--- config.mk ---
export PLATFORM = sky130hd
export DESIGN_NAME = pc_unit
export DESIGN_NICKNAME = d
export VERILOG_FILES = /design/src/rtl/pc_unit.sv
export SDC_FILE = /design/constraint.sdc
export NUM_CORES = 1
export LEC_CHECK = 0
export ABC_AREA = 1
export BUFFER_PORTS_ARGS = -buffer_cell sky130_fd_sc_hd__buf_2
export CAP_MARGIN = 20
export CELL_PAD_IN_SITES_DETAIL_PLACEMENT = 0
export CELL_PAD_IN_SITES_GLOBAL_PLACEMENT = 1
export CORE_MARGIN = 1
export CORE_UTILIZATION = 29
export CTS_CLUSTER_DIAMETER = 120
export CTS_CLUSTER_SIZE = 30
export DETAILED_ROUTE_END_ITERATION = 6
export GPL_TIMING_DRIVEN = 0
export MAX_ROUTING_LAYER = met4
export PLACE_DENSITY = 0.87
export SYNTH_ARGS = -nofsm -noshare
export SYNTH_HDL_FRONTEND = slang
export SYNTH_SLANG_ARGS = --single-unit
--- constraint.sdc ---
create_clock -name i_clk -period 1.95 [get_ports i_clk]
set_input_delay 0.4875 -clock i_clk [delete_from_list [all_inputs] [get_ports i_clk]]
set_output_delay 0.4875 -clock i_clk [all_outputs]
set_load 0.05 [all_outputs]
--- src/rtl/pc_unit.sv ---
// pc_unit: 8-bit program counter with priority load/increment and a gated bus driver.
// Optional 4-entry return stack (call/return support) compiled in with `define PC_STACK_EN.
// Reset is synchronous and active-high; control inputs are sampled on the rising edge.
module pc_unit (
  input  logic       i_clk,
  input  logic       i_reset,
  input  logic [7:0] i_bus,
  input  logic       i_ctrlLoadPC,
  input  logic       i_ctrlIncrPC,
  input  logic       i_ctrlPCNOe,
`ifdef PC_STACK_EN
  input  logic       i_ctrlPush,
  input  logic       i_ctrlPop,
  output logic       o_stackErr,
  output logic [2:0] o_stackDepth,
`endif
  output logic [7:0] o_bus,
  output logic       o_busEn,
  output logic [7:0] o_pc
);

  logic [7:0] r_pc;
  logic [7:0] pc_base;
  logic [7:0] pc_next;

  // Basic next-PC selection: load beats increment, otherwise hold (increment wraps mod 256)
  always_comb begin
    pc_base = r_pc;
    if (i_ctrlLoadPC)
      pc_base = i_bus;
    else if (i_ctrlIncrPC)
      pc_base = r_pc + 8'd1;
  end

`ifdef PC_STACK_EN
  logic [7:0] stack_mem [4];
  logic [2:0] depth;
  logic       stack_err;
  logic       stack_empty;
  logic       stack_full;
  logic       pop_ok;
  logic       pop_err;
  logic       push_ok;
  logic       push_err;
  logic [1:0] top_idx;
  logic [1:0] push_idx;
  logic [7:0] push_value;

  // Decode stack requests; a pop always wins over a simultaneous push
  always_comb begin
    stack_empty = (depth == 3'd0);
    stack_full  = (depth == 3'd4);
    pop_ok      = i_ctrlPop && !stack_empty;
    pop_err     = i_ctrlPop && stack_empty;
    push_ok     = i_ctrlPush && !i_ctrlPop && !stack_full;
    push_err    = i_ctrlPush && !i_ctrlPop && stack_full;
    top_idx     = depth[1:0] - 2'd1;
    push_idx    = depth[1:0];
    push_value  = i_ctrlLoadPC ? (r_pc + {7'd0, i_ctrlIncrPC}) : r_pc;
  end

  // Next PC with stack: valid pop overrides everything, an empty pop freezes the PC
  always_comb begin
    pc_next = pc_base;
    if (pop_ok)
      pc_next = stack_mem[top_idx];
    else if (pop_err)
      pc_next = r_pc;
  end

  // State update for PC, stack entries, depth and the sticky error flag
  always_ff @(posedge i_clk) begin
    if (i_reset) begin
      r_pc      <= 8'h00;
      depth     <= 3'd0;
      stack_err <= 1'b0;
      for (int i = 0; i < 4; i++)
        stack_mem[i] <= 8'h00;
    end else begin
      r_pc <= pc_next;
      if (push_ok) begin
        stack_mem[push_idx] <= push_value;
        depth               <= depth + 3'd1;
      end else if (pop_ok) begin
        depth <= depth - 3'd1;
      end
      if (pop_err || push_err)
        stack_err <= 1'b1;
    end
  end

  assign o_stackErr   = stack_err;
  assign o_stackDepth = depth;
`else
  assign pc_next = pc_base;

  // PC register update
  always_ff @(posedge i_clk) begin
    if (i_reset)
      r_pc <= 8'h00;
    else
      r_pc <= pc_next;
  end
`endif

  assign o_pc    = r_pc;
  assign o_busEn = ~i_ctrlPCNOe;
  assign o_bus   = i_ctrlPCNOe ? 8'h00 : r_pc;

endmodule

==> results.cfg, run 1 <==
[outcome]
status = finished, final reports clean

[sta]
setup_tns_ps = 0
max_freq_mhz = 614
clock-skew-final_ps = 0.864
rsz0062_at_grt = false
setup_ws_ps = 321
fin_crit_ps = 1630
relSlewSlack_pct = 71.5
hold_violations = 0
setup-violations-final = 0
final_min_period_over_clock_period_pct = 83.5
tightest_slew_ps = 428
slew_viol_final = 0

[cts]
clkTransAtPathRegs_ps = 60
cts_sinks = 8
cts.repair.resized = 0
htreeDepth = 1
clkLatencyLatePin_ps = 260
max-clock-path-buffers = 2
cts_tree = yes
cts_buffers = 3
post_cts_buffers = 0
cts-root-buf = clkbuf_4
holdBufCountCts = 0

[setup_path]
startpoint = i_ctrlPCNOe
cp_max_fo = 9
arrival_ps = 1140
crit_type = in -> out
path_delay_family = buffers and inverters
slowest_delay_ps = 330
r2r-start = o_pc[1]
r2r_end = o_pc[6]
r2r_slack_ps = 720
cp-end-kind = output port
cpMaxStageDelayCell = clkbuf_1
path_cells = clkbuf_1 > nor2_1 > buf_2
cp.required_ps = 1460
crit_buf_inv = 2
reg2reg_depth = 7
cp-start-kind = primary input

[grt]
grt_pass1_wl_um = 2150
grt_pass1_vias = 502
grt_start_max_net_pins = 11
grt_overflow_total = 0
grt_usage_pct = 14.9
antenna_found_initial = 0

[synth]
ys_ff_latch = 8
yosysSeqAreaShare_pct = 29.7
avgSynthCellArea_sq_um = 6.50
yosysWarnings = 0
syn-num-nets = 97
syn_inst = 83
synth_cell_types = 21
syn_area_sq_um = 539

[routing]
ant_nets = 0
drtIter0Drc = 19
drc = 0
via_per_inst = 4.53
vias = 625
drt-total-wl_um = 1370
dr.pass1.iters = 4
routedWlPerCell_um = 9.94

[cells_and_area]
layout_commonest_cell = buf_2
nets = 129
finalInstanceArea_sq_um = 733
syn_to_final_growth_pct = 36.0
largest_reg_flops = 8
layout-drive-gt1-share_pct = 38.9
final_cell_mix = 27 x buf_2, 16 x nand2_1, 12 x inv_1, 8 x nor2_1, 8 x dfxtp_1
fillers = 192
regArea_sq_um = 160
diodes = 0
multi_input_area_sq_um = 318

[floorplan]
row_count = 15
die-area_sq_mm = 0.00204
boundaryPins = 30
core_sq_mm = 0.00173
die_height_um = 45.1
die_w_um = 45.1
start_util_pct = 31.2

[power_and_ir_drop]
powerDensity_mw_per_mm2 = 643
p_comb_share_pct = 31.4
swShare_pct = 39.6
power_switching_uw = 187
max-vdd-ir-drop_mv = 0.234
leakage_uw = 0.000364
clkPwrFrac_pct = 28.7
p_int_uw = 285
p_seq_share_pct = 39.9

[hold_path]
holdPathEnd = o_pc[6]
hp-start = i_reset
worstHoldPathCells = 2
hp-class = in -> reg

[placement]
dp_hpwl_um = 1070
dp_slack_ps = 308
gp_congestion = 0.774
io_buffer_count = 27
dpl_cell_area_sq_um = 711

[job]
maxCapViolCount = 0
-- Yosys cell counts --
| master | n | share of area (%) |
|---|---|---|
| a21oi_2 | 2 | 3.2 |
| nand3_1 | 6 | 5.6 |
| inv_2 | 1 | 0.70 |
| inv_4 | 1 | 1.2 |
| nand3_2 | 2 | 3.7 |
| inv_1 | 12 | 8.4 |
| clkbuf_1 | 1 | 0.70 |
| nor2_1 | 10 | 7.0 |
| o21ai_1 | 3 | 2.8 |
| dfxtp_1 | 8 | 30 |
| nand2_1 | 16 | 11 |
| a22oi_1 | 5 | 7.0 |
| a21oi_1 | 4 | 3.7 |
| xor2_1 | 1 | 1.6 |
| buf_4 | 1 | 1.4 |
| o21ai_0 | 2 | 1.9 |
| nand3b_1 | 1 | 1.4 |
| nor3_1 | 1 | 0.93 |
| nor2_2 | 3 | 3.5 |
| ha_1 | 1 | 2.3 |
| nand2_2 | 2 | 2.3 |
-- cell families (layout without fill, tap and decap cells) --
logic type	Yosys count	in the layout	synth area share, %
adder cells (fa/ha/maj)	1	1	2.32
XOR/XNOR	1	1	1.62
AND/OR/NAND/NOR	41	41	35.5
buffers and inverters	16	46	12.3
flip-flops	8	8	29.7
AO/OA/AOI/OAI	16	16	18.6
-- metal layers --
| layer | vias to the layer above | global-route usage (%) | part of all wire, % |
|---|---|---|---|
| met1 | 270 | 20.3 | 51 |
| li1 | 331 | - | - |
| met2 | 20 | 20.3 | 44 |
| met3 | 4 | 3.60 | 3.6 |
| met4 | 0 | 7.27 | 1.7 |
| met5 | - | - | 0 |
-- worst max path at each step --
| stage | to | slack (ps) | depth (start not counted) |
|---|---|---|---|
| after floorplan | o_bus[3] | 4 | 2 |
| after global placement | o_bus[7] | 310 | 3 |
| after detailed placement | o_bus[7] | 310 | 3 |
| after CTS | o_bus[7] | 310 | 3 |
| after global routing | o_bus[3] | 250 | 3 |
| final | o_bus[7] | 320 | 3 |
-- worst reg2reg max path, delay by kind of cell, from the launching register on --
kind,cells,cell delay (ps)
DFF,1,420
and+or+nand+nor,5,420
AOI/OAI and AO/OA,1,100
adders and majority gates,1,220
-- power by group through the flow --
stage | Combinational, uW | Clock [uW] | Sequential [uW]
after floorplan | 74.1 | 0 | 226
after global placement | 148 | 0 | 191
after detailed placement | 149 | 0 | 191
after CTS | 149 | 137 | 188
after global routing | 159 | 149 | 189
final | 148 | 135 | 188
-- per-stage QoR --
step,std cells,util [%],power [uW],hold WS [ps]
after floorplan,83,-,300,550
after global placement,135,41.2,339,589
after detailed placement,135,41.2,340,594
after CTS,138,42.5,474,469
after global routing,138,42.5,497,477
final,138,42.5,471,471
-- cell type report --
type                       instances  area share, %
inverter                          14           7.51
tap                               25           4.27
timing repair buffer              27           18.4
buffer                             2           1.54
sequential                         8           21.8
clock buffer                       3           3.07
multi-input combinational         59           43.3
(Power assumes the default switching activity.)
==> inputs of run 2 (changes only) <==
--- a/config.mk
+++ b/config.mk
@@ -11,13 +11,13 @@
 export CELL_PAD_IN_SITES_DETAIL_PLACEMENT = 0
 export CELL_PAD_IN_SITES_GLOBAL_PLACEMENT = 1
 export CORE_MARGIN = 1
-export CORE_UTILIZATION = 29
+export CORE_UTILIZATION = 27
 export CTS_CLUSTER_DIAMETER = 120
 export CTS_CLUSTER_SIZE = 30
 export DETAILED_ROUTE_END_ITERATION = 6
 export GPL_TIMING_DRIVEN = 0
 export MAX_ROUTING_LAYER = met4
-export PLACE_DENSITY = 0.87
+export PLACE_DENSITY = 0.82
 export SYNTH_ARGS = -nofsm -noshare
 export SYNTH_HDL_FRONTEND = slang
 export SYNTH_SLANG_ARGS = --single-unit
==> constraint.sdc (replaced) <==
create_clock -name i_clk -period 1.62 [get_ports i_clk]
set_input_delay 0.405 -clock i_clk [delete_from_list [all_inputs] [get_ports i_clk]]
set_output_delay 0.405 -clock i_clk [all_outputs]
set_load 0.05 [all_outputs]
==> run 2 against run 1 <==
Compared with the run above:
- die area increased by 7.1%
- design area increased by 4.8%
- setup slack worse by 220 ps
- clock power is 19% higher
- register-to-register slack worse by 350 ps
- core utilization up 0.18 points
- critical path type is now reg -> out
- critical endpoint is now o_bus[5]
==> results.cfg, run 2 (synthesis results as in run 1) <==
[floorplan]
die_w_um = 46.7
boundaryPins = 30
core_sq_mm = 0.00180
row_count = 15
start_util_pct = 29.9
die_height_um = 46.7
die-area_sq_mm = 0.00218

[setup_path]
slowest_delay_ps = 430
cp_max_fo = 7
crit_type = reg -> out
cp-start-kind = flip-flop
cp.required_ps = 1210
path_cells = inv_1 > nor2_4 > clkbuf_4
crit_buf_inv = 2
arrival_ps = 1110
path_delay_family = flip-flops
cp-end-kind = output port
cpMaxStageDelayCell = dfxtp_1

[routing]
dr.pass1.iters = 5
drtIter0Drc = 7
via_per_inst = 4.60
drt-total-wl_um = 1480
routedWlPerCell_um = 10.7
vias = 635
ant_nets = 0
drc = 0

[placement]
gp_congestion = 0.711
dp_slack_ps = -103
dp_hpwl_um = 1100
place_inst = 135
io_buffer_count = 27
dpl_cell_area_sq_um = 742

[cells_and_area]
fillers = 206
layout-drive-gt1-share_pct = 46.0
syn_to_final_growth_pct = 42.5
fin_util_pct = 42.6
nets = 129
regArea_sq_um = 161
final_cell_mix = 26 x buf_2, 16 x nand2_1, 12 x inv_1, 8 x nor2_2, 7 x dfxtp_1
diodes = 0
final_cells = 138
layout_commonest_cell = buf_2
largest_reg_flops = 8
multi_input_area_sq_um = 348
finalInstanceArea_sq_um = 768

[grt]
antenna_found_initial = 0
grt_pass1_wl_um = 2250
grt_overflow_total = 0
grt_usage_pct = 15.6
grt_pass1_vias = 526
grt_start_max_net_pins = 11

[cts]
clkLatencyLatePin_ps = 260
htreeDepth = 1
cts_sinks = 8
max-clock-path-buffers = 2
cts_buffers = 3
cts-root-buf = clkbuf_4
cts_tree = yes
post_cts_buffers = 0
clkTransAtPathRegs_ps = 50

[power_and_ir_drop]
powerDensity_mw_per_mm2 = 748
leakage_uw = 0.000367
max-vdd-ir-drop_mv = 0.312

[sta]
slew_viol_final = 0
fin_hold_ws_ps = 393
final_min_period_over_clock_period_pct = 93.6
fin_crit_ps = 1520
tightest_slew_ps = 361
setup_ws_ps = 103
rsz0062_at_grt = false
setup-violations-final = 0
relSlewSlack_pct = 75.9
hold_violations = 0
clock-skew-final_ps = 6.62
max_freq_mhz = 659

[hold_path]
hp-class = in -> reg

[job]
maxCapViolCount = 0

[outcome]
status = finished, final reports clean
==> run 2: changes by cell type in the layout (fill, tap and decap cells not counted) <==
cell,previous run,this run
nor2_1,8,2
nor2_2,5,8
nor2_4,0,3
buf_2,27,26
clkbuf_1,1,0
clkbuf_2,0,1
clkbuf_4,3,4
dfxtp_1,8,7
dfxtp_2,0,1
==> run 2: final timing paths <==
check	cells past startpoint	slack (ps)	from	endpoint
worst min register to register	2	610	o_pc[4]	o_pc[4]
worst max register to register	7	370	o_pc[1]	o_pc[6]
worst max-delay path	3	100	o_pc[5]	o_bus[5]
worst min-delay path	2	390	i_reset	o_pc[7]
==> run 2: area by class of cell <==
| class | count | area share, % |
|---|---|---|
| clock buffers | 3 | 2.93 |
| well taps | 25 | 4.07 |
| multi-input cells | 59 | 45.3 |
| plain buffers | 2 | 1.63 |
| repair buffers | 27 | 17.9 |
| inverters | 14 | 7.17 |
| flip-flops and latches | 8 | 21.0 |
==> run 2: per-layer routing <==
layer  vias to the layer above  GRT usage, %  wire length [um]
li1                        326             -                 -
met1                       281          19.6               714
met2                        22          21.9               658
met3                         6          2.35                57
met4                         0          12.0                44
met5                         -             -                 0
==> run 2: stage by stage <==
step	setup TNS [ps]	power (uW)
after floorplan	-119	369
after global placement	-638	417
after detailed placement	-666	418
after CTS	0	576
after global routing	0	604
final	0	575
==> run 2: repair_timing <==
item	CTS	global route
setup endpoints to repair	9	1
resized for setup	1	1
hold buffers	0	0
pin swaps	0	0
==> run 2: power breakdown <==
part,total (uW),internal (uW),switching [uW]
Clock,160,85.3,75.1
Sequential,227,210,16.7
Combinational,188,50.1,137
